--- src/rtl/ps2_pkg.sv ---
// Shared PS/2 types and command bytes for the host transmit and scan-code receive paths.
package ps2_pkg;

  typedef enum logic [2:0] {
    IDLE,
    INHIBIT,
    WAIT_DEV,
    DATA,
    ACK,
    WAIT_IDLE
  } ps2_tx_state_e;

  localparam logic [7:0] PS2_CMD_SET_LEDS = 8'hED;
  localparam logic [7:0] PS2_CMD_RESET    = 8'hFF;
  localparam logic [7:0] PS2_RSP_ACK      = 8'hFA;
  localparam logic [7:0] PS2_BREAK        = 8'hF0;

  // Value of bit_cnt when the parity and stop bits are placed on the wire.
  localparam logic [3:0] PS2_PARITY_CNT = 4'd8;
  localparam logic [3:0] PS2_STOP_CNT   = 4'd9;

endpackage

--- src/rtl/ps2_sync_edge.sv ---
// Two-flop synchronizer for a PS/2 pad plus falling-edge detect; no backpressure.
// Latency: sync_o follows the pad after 2 clk; fall_o is high for the cycle sync_o first reads 0.
module ps2_sync_edge (
  input  logic clk,
  input  logic resetn,
  input  logic pad_i,
  output logic sync_o,
  output logic fall_o
);

  logic meta_q;
  logic sync_q;
  logic prev_q;

  // Idle PS/2 lines float high, so reset to 1 to avoid a false edge.
  always_ff @(posedge clk or negedge resetn) begin
    if (!resetn) begin
      meta_q <= 1'b1;
      sync_q <= 1'b1;
      prev_q <= 1'b1;
    end else begin
      meta_q <= pad_i;
      sync_q <= meta_q;
      prev_q <= sync_q;
    end
  end

  assign sync_o = sync_q;
  assign fall_o = prev_q & ~sync_q;

endmodule

--- src/rtl/ps2_host_tx.sv ---
// PS/2 host-to-device byte transmitter driving open-drain clk/data enables; tx_ready gates new requests.
// Optional one-shot resend after a missing ack when PS2_TX_RESEND_EN is defined.
module ps2_host_tx
  import ps2_pkg::*;
#(
  parameter int CLK_FREQ_HZ    = 50000000,
  parameter int INHIBIT_CYCLES = CLK_FREQ_HZ / 1000000 * 120,
  parameter int TIMEOUT_CYCLES = CLK_FREQ_HZ / 1000 * 15
) (
  input  logic       clk,
  input  logic       resetn,
  input  logic [7:0] tx_data,
  input  logic       tx_valid,
  output logic       tx_ready,
  output logic       tx_done,
  output logic       tx_error,
  input  logic       ps2_clk_in,
  input  logic       ps2_dat_in,
  output logic       ps2_clk_oe,
  output logic       ps2_dat_oe
);

  localparam int IW = $clog2(INHIBIT_CYCLES + 1);
  localparam int TW = $clog2(TIMEOUT_CYCLES + 1);
  localparam logic [IW-1:0] INH_LAST = IW'(INHIBIT_CYCLES - 1);
  localparam logic [TW-1:0] TO_MAX   = TW'(TIMEOUT_CYCLES);

  ps2_tx_state_e state_q, state_d;
  logic [IW-1:0] inh_cnt_q, inh_cnt_d;
  logic [TW-1:0] to_cnt_q, to_cnt_d;
  logic [3:0]    bit_cnt_q, bit_cnt_d;
  logic [7:0]    byte_q, byte_d;
  logic          parity_q, parity_d;
  logic          clk_oe_q, clk_oe_d;
  logic          dat_oe_q, dat_oe_d;
  logic          done_q, done_d;
  logic          error_q, error_d;
  logic          ok_q, ok_d;
  logic          idle_seen_q, idle_seen_d;
`ifdef PS2_TX_RESEND_EN
  logic          retry_q, retry_d;
`endif

  logic clk_s, clk_fall, dat_s;
  logic timed;

  ps2_sync_edge u_clk_sync (
    .clk    (clk),
    .resetn (resetn),
    .pad_i  (ps2_clk_in),
    .sync_o (clk_s),
    .fall_o (clk_fall)
  );

  ps2_sync_edge u_dat_sync (
    .clk    (clk),
    .resetn (resetn),
    .pad_i  (ps2_dat_in),
    .sync_o (dat_s),
    .fall_o ()
  );

  assign timed = (state_q == WAIT_DEV) || (state_q == DATA) || (state_q == ACK);

  always_comb begin
    state_d     = state_q;
    inh_cnt_d   = inh_cnt_q;
    to_cnt_d    = to_cnt_q;
    bit_cnt_d   = bit_cnt_q;
    byte_d      = byte_q;
    parity_d    = parity_q;
    clk_oe_d    = clk_oe_q;
    dat_oe_d    = dat_oe_q;
    done_d      = 1'b0;
    error_d     = 1'b0;
    ok_d        = ok_q;
    idle_seen_d = idle_seen_q;
`ifdef PS2_TX_RESEND_EN
    retry_d     = retry_q;
`endif

    if (timed) begin
      to_cnt_d = (to_cnt_q == TO_MAX) ? to_cnt_q : to_cnt_q + 1'b1;
      if (clk_fall) begin
        to_cnt_d = '0;
      end
    end

    case (state_q)
      IDLE: begin
        if (tx_valid && tx_ready) begin
          byte_d    = tx_data;
          parity_d  = ~^tx_data;
          inh_cnt_d = '0;
          clk_oe_d  = 1'b1;
          state_d   = INHIBIT;
`ifdef PS2_TX_RESEND_EN
          retry_d   = 1'b0;
`endif
        end
      end
      INHIBIT: begin
        if (inh_cnt_q >= INH_LAST) begin
          clk_oe_d = 1'b0;
          dat_oe_d = 1'b1;
          to_cnt_d = '0;
          state_d  = WAIT_DEV;
        end else begin
          inh_cnt_d = inh_cnt_q + 1'b1;
        end
      end
      WAIT_DEV: begin
        if (clk_fall) begin
          dat_oe_d  = ~byte_q[0];
          bit_cnt_d = 4'd1;
          state_d   = DATA;
        end
      end
      DATA: begin
        if (clk_fall) begin
          bit_cnt_d = bit_cnt_q + 4'd1;
          if (bit_cnt_q == PS2_STOP_CNT) begin
            dat_oe_d = 1'b0;
            state_d  = ACK;
          end else if (bit_cnt_q == PS2_PARITY_CNT) begin
            dat_oe_d = ~parity_q;
          end else begin
            dat_oe_d = ~byte_q[bit_cnt_q[2:0]];
          end
        end
      end
      ACK: begin
        if (clk_fall) begin
          ok_d        = ~dat_s;
          idle_seen_d = 1'b0;
          state_d     = WAIT_IDLE;
        end
      end
      WAIT_IDLE: begin
        if (clk_s && dat_s) begin
          idle_seen_d = 1'b1;
          if (idle_seen_q) begin
            idle_seen_d = 1'b0;
            if (ok_q) begin
              done_d  = 1'b1;
              state_d = IDLE;
`ifdef PS2_TX_RESEND_EN
            end else if (!retry_q) begin
              retry_d   = 1'b1;
              inh_cnt_d = '0;
              clk_oe_d  = 1'b1;
              state_d   = INHIBIT;
`endif
            end else begin
              error_d = 1'b1;
              state_d = IDLE;
            end
          end
        end else begin
          idle_seen_d = 1'b0;
        end
      end
      default: state_d = IDLE;
    endcase

    // A silent device must never leave the bus held; abort wins over any edge this cycle.
    if (timed && (to_cnt_q == TO_MAX)) begin
      clk_oe_d = 1'b0;
      dat_oe_d = 1'b0;
      error_d  = 1'b1;
      state_d  = IDLE;
    end
  end

  always_ff @(posedge clk or negedge resetn) begin
    if (!resetn) begin
      state_q     <= IDLE;
      inh_cnt_q   <= '0;
      to_cnt_q    <= '0;
      bit_cnt_q   <= '0;
      byte_q      <= '0;
      parity_q    <= 1'b0;
      clk_oe_q    <= 1'b0;
      dat_oe_q    <= 1'b0;
      done_q      <= 1'b0;
      error_q     <= 1'b0;
      ok_q        <= 1'b0;
      idle_seen_q <= 1'b0;
`ifdef PS2_TX_RESEND_EN
      retry_q     <= 1'b0;
`endif
    end else begin
      state_q     <= state_d;
      inh_cnt_q   <= inh_cnt_d;
      to_cnt_q    <= to_cnt_d;
      bit_cnt_q   <= bit_cnt_d;
      byte_q      <= byte_d;
      parity_q    <= parity_d;
      clk_oe_q    <= clk_oe_d;
      dat_oe_q    <= dat_oe_d;
      done_q      <= done_d;
      error_q     <= error_d;
      ok_q        <= ok_d;
      idle_seen_q <= idle_seen_d;
`ifdef PS2_TX_RESEND_EN
      retry_q     <= retry_d;
`endif
    end
  end

  // Completion pulses land in IDLE; holding ready low for that cycle keeps it rising one cycle later.
  assign tx_ready   = (state_q == IDLE) && !done_q && !error_q;
  assign tx_done    = done_q;
  assign tx_error   = error_q;
  assign ps2_clk_oe = clk_oe_q;
  assign ps2_dat_oe = dat_oe_q;

endmodule

--- config.mk ---
export PLATFORM = sky130hd
export DESIGN_NAME = ps2_host_tx
export DESIGN_NICKNAME = d
export VERILOG_FILES = /design/src/rtl/ps2_pkg.sv /design/src/rtl/ps2_sync_edge.sv /design/src/rtl/ps2_host_tx.sv
export SDC_FILE = /design/constraint.sdc
export NUM_CORES = 1
export LEC_CHECK = 0
export ABC_AREA = 1
export BUFFER_PORTS_ARGS = -buffer_cell sky130_fd_sc_hd__buf_2
export CAP_MARGIN = 20
export CELL_PAD_IN_SITES_DETAIL_PLACEMENT = 2
export CELL_PAD_IN_SITES_GLOBAL_PLACEMENT = 2
export CORE_UTILIZATION = 39
export CTS_CLUSTER_DIAMETER = 120
export DETAILED_ROUTE_END_ITERATION = 8
export PLACE_DENSITY_LB_ADDON = 0.1
export SLEW_MARGIN = 25
export SYNTH_ARGS = -nofsm -noshare
export SYNTH_HDL_FRONTEND = slang
export SYNTH_SLANG_ARGS = --single-unit
--- constraint.sdc ---
create_clock -name clk -period 3.2 [get_ports clk]
set_input_delay 0.64 -clock clk [delete_from_list [all_inputs] [get_ports clk]]
set_output_delay 0.64 -clock clk [all_outputs]
set_load 0.02 [all_outputs]
# After elaboration in Yosys (flattened, before gate mapping)
# Index checks and enable logic that the tools add are counted.
totals:
  mem_count: 0
  inputBits: 13
  latchBits: 0
  ram_bits: 0
  mem_bits_ro: 0
  regBits: 60
  wordCells: 120
op_classes:
  eq_ne: 21
  n_addsub: 3
  div: 0
  multipliers: 0
  shifts: 0
  reduce_logical: 24
  n_lt_le_gt_ge: 2
  muxes: 47
  bitwise: 6
op_table:
  columns: ["cell", "count"]
  rows:
  - ["$mux 20", 5]
  - ["$mux 3", 9]
  - ["$mux 13", 2]
  - ["$pmux 13 s2", 1]
  - ["$mux 1", 22]
  - ["$add 20x1->20 const B", 1]
  - ["$eq 20x20->1 const B", 1]
  - ["$pmux 3 s6", 1]
  - ["$add 13x1->13 const B", 1]
  - ["$ge 13x13->1 const B", 1]
  - ["$ne 3x3->1 const B", 4]
  - ["$ne 2x2->1 const B", 5]
  - ["$ne 3x2->1 const B", 3]
  - ["$reduce_and 3->1", 3]
  - ["$eq 4x4->1 const B", 2]
  - ["$mux 4", 2]
  - ["$pmux 4 s2", 1]
  - ["$reduce_and 8->1", 1]
  - ["$reduce_xnor 8->1", 1]
  - ["$eq 3x2->1 const B", 2]
  - ["$eq 3x3->1 const B", 2]
  - ["$reduce_and 2->1", 3]
  - ["$reduce_bool 2->1", 3]
  - ["$logic_and 1x1->1", 5]
  - ["other kinds (15)", 22]

# Logic depth before layout (Yosys ltp)
# Gate-level depths: netlist of run 1.
logic_depth:
  word_depth: 8
  ltp_mapped: 11
  mapped_depth_nobuf: 11

# By module
# From an unflattened synthesis of run 1, not the netlist that was laid out.
unflattened:
  cells_unflattened: 510
  area_unflattened_um2: 3818.7
by_module_without_submodules:
  columns: ["module", "cells_each", "area_each_um2", "n_inst"]
  rows:
  - ["ps2_host_tx", 500, 3641.0, 1]
  - ["ps2_sync_edge", 5, 88.8, 2]

# Worst setup path after synthesis of run 1
# No wires, ideal clock.
synth_timing:
  path_type: "reg2reg"
  startpoint: "register state_q[1]"
  endpoint: "register inh_cnt_q[8]"
  setup_slack_ns: 1.505
  path_buffers: 1
  period_less_slack_ns: 1.695
  arrival_time_ns: 1.578
  path_stages_with_launch: 10
  path_cell_list: "dfrtp_1 nor2_4 nand2_2 nor3_4 nand2_4 nand3_4 nand2_4 buf_6 nand2_1 o21ai_2"
synth_via:
  elab_chain_len: 6
  word_cells_on_any_way: 10
  classes_between: "3 x eq/ne; 1 x mux; 6 x reduce/logical"
synth_rtl:
  columns: ["element", "line_no", "text"]
  rows:
  - ["start, declared", "ps2_host_tx.sv:28", "ps2_tx_state_e state_q, state_d;"]
  - ["start signal, assigned", "ps2_host_tx.sv:193", "state_q <= state_d;"]
  - ["$logic_not 3->1", "ps2_host_tx.sv:212", "assign tx_ready = (state_q == IDLE) && !done_q && !error_q;"]
  - ["$logic_and 1x1->1 (2 in a row)", "ps2_host_tx.sv:212", null]
  - ["via tx_ready", "ps2_host_tx.sv:14", "output logic tx_ready,"]
  - ["$logic_and 1x1->1", "ps2_host_tx.sv:91", "if (tx_valid && tx_ready) begin"]
  - ["$ne 2x2->1 (no source line)", null, null]
  - ["$reduce_and 3->1 (no source line)", null, null]
  - ["end signal, assigned", "ps2_host_tx.sv:194", "inh_cnt_q <= inh_cnt_d;"]
  - ["end, declared", "ps2_host_tx.sv:29", "logic [IW-1:0] inh_cnt_q, inh_cnt_d;"]
# The timed path passes the listed nets, and every way through them passes these cells.
# A chain may end at the register's enable or synchronous reset.

# Worst setup path after layout of run 1
layout_timing:
  startpoint: "register state_q[1]"
  endpoint: "output port tx_ready"
layout_via:
  elab_chain_len: 3
layout_rtl:
  columns: ["element", "line_no"]
  rows:
  - ["$logic_not 3->1", "ps2_host_tx.sv:212"]
  - ["$logic_and 1x1->1 (2 in a row)", "ps2_host_tx.sv:212"]
  - ["end, declared", "ps2_host_tx.sv:14"]
# Every way passes these cells.

==> results.yml, run 1 <==
sta:
  finalSetupTns_ps: 0
  fin_skew_ps: 14.37
  maxSlewHeadroom_pct: 46.32
  fmaxAchievable_ghz: 0.4534
  finalSetupViolations: 0
  grt_setup_unrepaired: "no"
  hold_viol: 0
  worstMarginPinSlew_ps: 805.3
  worst_slack_ps: 994.4
  layout_worst_path_cycle_share_pct: 68.92
  maxSlewViolCount: 0
  period_needed_ps: 2206
yosys:
  synth_top_family_by_area: "simple AND/OR/NAND/NOR gates"
  synthesis.area_sq_mm: 0.003799
  synth_compound_area_share_pct: 9.058
  ys_seq_area_share_pct: 39.69
  synth_nets: 524
  netlist.top_cell.by_area: "dfrtp_1"
  ys_ff_latch: 60
  postSynthAreaPerCell_sq_um: 7.522
  yosys-top-cells-area: "dfrtp_1 (36%), nand2_1 (12%), nand3_1 (6.9%)"
  synth_cells: 505
  async_flop_share_pct: 100.0
  synthSimpleGateAreaFrac_pct: 36.30
  synth_top_area_share_pct: 36.23
  synthAdderAreaFrac_pct: 1.976
  synth-main-ff-cell: "dfrtp_1"
  netlist-cell-type-count: 39
  yosys_warnings: 0
  muxShareOfSynthArea_pct: 0.2964
  synth-xor-area-share_pct: 5.303
  synth-edff-count: 0
detailed_routing:
  drtIter0Drc: 79
  via_per_inst: 5.273
  wl_met3_um: 202
  top_layer: "met4"
  wl_um: 11310
  wl_met2_um: 5800
  ant_nets: 0
  m1WireLength_um: 5134
  drc: 0
  dr.pass1.iters: 4
  dr_total_vias: 3480
  wire_per_inst_um: 17.13
grt:
  grt_usage_pct: 25.04
  grt_pass1_wl_um: 19330
  grt-ovfl-total: 0
  grt_pass1_vias: 3866
  grt_max_degree: 32
  antenna_found_initial: 0
critical_path:
  worstSetupStartpointType: "register"
  cp.required_ps: 2560
  crit_type: "register to output port"
  rrSetupSlack_ps: 1080
  r2r_cells: 6
  critPathLaunch: "state_q[1]$_DFFE_PN0P_"
  r2r_end: "inh_cnt_q[7]$_DFFE_PN0P_"
  cp.arrival_ps: 1570
  path_max_fanout: 6
  critPathCapture: "tx_ready"
  rr_startpoint: "state_q[1]$_DFFE_PN0P_"
  endpoint_kind: "output port"
job:
  max-cap-violations: 0
clocking:
  cts_resized: 0
  cts.sinks: 60
  path_clk_slew_ps: 80
  cts_max_level: 3
  cts_setup_buffers: 0
  cts_hold_buf: 0
  clock_latency_ps: 360
  cts-root-buf: "clkbuf_8"
  cts_tree: "done"
  max-clock-path-buffers: 2
  cts_buffers: 9
cells_and_area:
  final_common_cell: "nand2_1"
  design_area_sq_mm: 0.004183
  nNetsFinal: 545
  multiInputGateArea_sq_mm: 0.002011
  diodes: 0
  finalNonFillerCells: 660
  seq_area_sq_mm: 0.001508
  drive_above_1_share_pct: 15.63
  area_delta_synth_final_pct: 10.11
  nFillCells: 1125
  layout_common_cells: "nand2_1 (120), nor2_1 (63), dfrtp_1 (55)"
die:
  die_w_um: 100.7
  chipHeight_um: 100.7
  start_util_pct: 40.72
  core.rowCount: 35
  io_pins: 18
  core_sq_mm: 0.009328
  die-area_sq_mm: 0.01014
power:
  p_per_area_mw_per_mm2: 670.7
  ir_worst_vdd_uv: 408.3
  leakage_nw: 1.885
place:
  dp_hpwl_um: 8621
  dp.cells: 644
  dpl_cell_area_sq_mm: 0.004006
  gp_congestion: 0.8015
  io_buffers: 17
  pre_cts_ws_ps: 1086
min_path:
  hold_class: "register to register"
status:
  status: "finished, final reports clean"
[synthesized netlist by cell type, types with 4 or more instances]
master,instances
a22oi_1,5
nand3_1,52
nand4_1,10
o21ai_2,11
dfstp_2,5
ha_1,6
nand3_2,4
nor2_2,4
nor2_1,63
nand2_1,120
inv_2,5
nand2_2,4
o21ai_0,18
xnor2_1,9
a21oi_1,18
inv_1,54
dfrtp_1,55
nor3_1,11
xor2_1,14
or2_2,5
[cell families (layout without fill, tap and decap cells)]
group	Yosys count	after routing
buf+inv	67	93
mux	1	1
compound gates	57	57
xor+xnor	23	23
simple gates	291	291
fa+ha+maj	6	6
flops	60	60
[state kept, by name, summed over array words and instances, names as in the netlist]
name / cells
to_cnt_q: 20
inh_cnt_q: 13
byte_q: 8
bit_cnt_q: 4
state_q: 3
idle_seen_q: 1
ok_q: 1
parity_q: 1
ps2_clk_oe: 1
ps2_dat_oe: 1
tx_done: 1
tx_error: 1
u_clk_sync.meta_q: 1
u_clk_sync.prev_q: 1
u_clk_sync.sync_o: 1
u_dat_sync.meta_q: 1
u_dat_sync.sync_o: 1
[routing by layer]
metal | global-route usage, % | up-vias
met5 | 0 | -
met4 | 7.469 | 0
met3 | 4.646 | 11
met2 | 44.73 | 42
met1 | 30.61 | 1744
li1 | - | 1683
[through the flow]
step / total power, W / utilization, % / hold WS [ps]
final: 0.002805 / 44.84 / 359.5
after global routing: 0.003032 / 44.84 / 349.9
after CTS: 0.002858 / 44.84 / 355.7
after detailed placement: 0.002197 / 42.95 / 349.6
after global placement: 0.002120 / 42.95 / 346.0
after floorplan: 0.001924 / - / 344.4
[how the worst min path moves through the flow]
stage	from	endpoint	slack [ps]	depth (start not counted)
CTS	ps2_dat_in	u_dat_sync.meta_q$_DFF_PN1_	360	1
finish	u_clk_sync.meta_q$_DFF_PN1_	u_clk_sync.sync_o$_DFF_PN1_	360	0
global route	ps2_dat_in	u_dat_sync.meta_q$_DFF_PN1_	350	1
floorplan	resetn	bit_cnt_q[0]$_DFFE_PN0P_	340	0
detailed placement	u_dat_sync.meta_q$_DFF_PN1_	u_dat_sync.sync_o$_DFF_PN1_	350	0
global placement	u_dat_sync.meta_q$_DFF_PN1_	u_dat_sync.sync_o$_DFF_PN1_	350	0
[final cells by class]
cell class              count  share of cell area, %
well taps                 129                  3.859
inverters                  59                  5.295
flip-flops and latches     60                  36.05
clock buffers              10                  3.051
clock inverters             6                  1.167
multi-input cells         378                  48.07
repair buffers             18                  2.513
[where the power goes]
| part | leakage (nW) | internal [W] | switching [W] |
|---|---|---|---|
| combinational | 1.03 | 0.000322 | 0.000804 |
| sequential | 0.775 | 0.000908 | 0.000137 |
| clock | 0.0795 | 0.000287 | 0.000347 |
[worst max-delay path, cell delays in order, from the launching register on]
cell and delay [ps]:
dfrtp_1 500, nor2_4 220, nand2_2 110, nor3_4 180
buf_2 210
(Power assumes the default switching activity.)
==> run 2, diff against run 1 <==
CORE_UTILIZATION = 33   (was 39)
clock period = 1.8 ns   (was 3.2 ns; I/O delays follow)
==> run 2 against run 1 <==
Effect of this change:
- hold slack lost 340 ps
- global-route usage shrank 1.9 points
- setup slack lost 930 ps
- largest power group unchanged
==> results.yml, run 2 (synthesized netlist as in run 1, its figures left out) <==
die:
  io_pins: 18
  core_sq_mm: 0.01103
  core.rowCount: 38
  start_util_pct: 34.44
  die_w_um: 109.3
  chipHeight_um: 109.3
  die-area_sq_mm: 0.01194
sta:
  hold_viol: 0
  maxSlewViolCount: 0
  worst_slack_ps: 66.27
  maxSlewHeadroom_pct: 74.19
  fin_skew_ps: 8.753
  worstMarginPinSlew_ps: 384.2
  fmaxAchievable_ghz: 0.5768
  finalSetupViolations: 0
  period_needed_ps: 1734
  layout_worst_path_cycle_share_pct: 96.32
clocking:
  cts_tree: "done"
  cts.sinks: 60
  path_clk_slew_ps: 50
  cts-root-buf: "clkbuf_16"
  cts_buffers: 9
  cts_max_level: 3
  clock_latency_ps: 340
  max-clock-path-buffers: 2
cells_and_area:
  nNetsFinal: 590
  regMostFlops: "to_cnt_q"
  top_regs: "to_cnt_q (20), inh_cnt_q (13), byte_q (8)"
  drive_above_1_share_pct: 25.52
  diodes: 0
  final_util_pct: 43.09
  design_area_sq_mm: 0.004753
  largest_reg_flops: 20
  final_common_cell: "nand2_1"
  area_delta_synth_final_pct: 25.13
  nFillCells: 1296
  layout_common_cells: "nand2_1 (119), nor2_1 (58), inv_1 (51), dfrtp_1 (51), nand3_1 (50)"
power:
  leakage_nw: 2.164
  p_per_area_mw_per_mm2: 1308
  power.total_w: 0.006217
  combPwrFrac_pct: 41.0
  p_switching_w: 0.002526
  clockPowerShare_pct: 29.1
  swShare_pct: 40.62
  intPower_w: 0.003692
  ir_worst_vdd_uv: 758.6
  p_seq_share_pct: 29.9
min_path:
  hold_class: "primary input to asynchronous set/reset pin"
place:
  dpl_cell_area_sq_mm: 0.004283
  pre_cts_ws_ps: -14.56
  gp_congestion: 0.7667
  io_buffers: 17
  dp_hpwl_um: 9230
grt:
  grt_usage_pct: 23.18
  antenna_found_initial: 0
  grt_pass1_vias: 4004
  grt_pass1_wl_um: 20630
  grt_max_degree: 61
  grt-ovfl-total: 0
status:
  status: "finished, final reports clean"
critical_path:
  endpoint_kind: "output port"
  r2r_end: "inh_cnt_q[8]$_DFFE_PN0P_"
  path_delay_family: "flip-flops"
  cp.arrival_ps: 1370
  rr_startpoint: "inh_cnt_q[1]$_DFFE_PN0P_"
  worstSetupStartpointType: "register"
  path_cells: "inv_2 > nand2_2 > nor3_4 > buf_6"
  critPathCapture: "tx_ready"
  slowest_stage: "dfrtp_2"
  r2r_cells: 8
  path_max_fanout: 6
  cp.depth: 4
  cp_num_buf_inv: 2
  slowest_delay_ps: 470
  crit_type: "register to output port"
  critPathLaunch: "state_q[2]$_DFFE_PN0P_"
  cp.required_ps: 1440
  rrSetupSlack_ps: 90
detailed_routing:
  dr.pass1.iters: 4
  wl_um: 12810
  dr_total_vias: 3641
  via_per_inst: 5.085
  drc: 0
  wire_per_inst_um: 17.90
  ant_nets: 0
  drtIter0Drc: 121
job:
  max-cap-violations: 0
## run 2: worst min-delay path by stage
| stage | start | endpoint | slack, ps | cells past startpoint |
|---|---|---|---|---|
| floorplan | resetn | bit_cnt_q[0]$_DFFE_PN0P_ | 60 | 0 |
| global placement | u_dat_sync.meta_q$_DFF_PN1_ | u_dat_sync.sync_o$_DFF_PN1_ | 350 | 0 |
| detailed placement | u_clk_sync.meta_q$_DFF_PN1_ | u_clk_sync.sync_o$_DFF_PN1_ | 350 | 0 |
| CTS | resetn | to_cnt_q[8]$_DFF_PN0_ | 50 | 2 |
| global route | resetn | to_cnt_q[10]$_DFF_PN0_ | 60 | 2 |
| finish | resetn | to_cnt_q[4]$_DFF_PN0_ | 20 | 2 |
## run 2: per-stage QoR
step / hold slack [ps] / std cells / setup TNS (ps)
global route: 60.88 / 716 / -62.03
CTS: 45.25 / 706 / -15.49
finish: 23.03 / 716 / 0
floorplan: 64.41 / 505 / 0
global placement: 346.5 / 690 / 0
detailed placement: 347.3 / 690 / -18.50
## run 2: power by group through the flow
stage	Combinational [W]	Clock [W]	Sequential (W)
2_1_floorplan	0.00158	0	0.00184
3_3_place_gp	0.00211	0	0.00185
3_5_place_dp	0.00224	0	0.00188
4_1_cts	0.00229	0.00183	0.00186
5_1_grt	0.00283	0.00191	0.00189
6_report	0.00255	0.00181	0.00186
## run 2: layout make-up
class,instances,area (sq um),area share (%)
well taps,140,175.2,3.685
clock inverters,4,47.55,1.000
flip-flops and latches,60,1513,31.82
inverters,59,225.2,4.738
multi-input cells,378,2071,43.56
repair buffers,63,465.4,9.792
clock buffers,12,256.5,5.396
## run 2: layer usage
layer | share of wire [%] | track usage, % | up-vias
met1 | 47 | 29.71 | 1822
met5 | 0 | 0 | -
li1 | - | - | 1773
met2 | 50 | 39.67 | 34
met4 | 1.5 | 8.286 | 0
met3 | 1.8 | 3.379 | 12
## run 2: what timing repair did
action / CTS / global route
gates resized for setup: 3 / 23
hold buffers: 0 / 0
setup buffers: 0 / 10
pin swaps: 1 / 6
setup endpoints to repair: 3 / 34
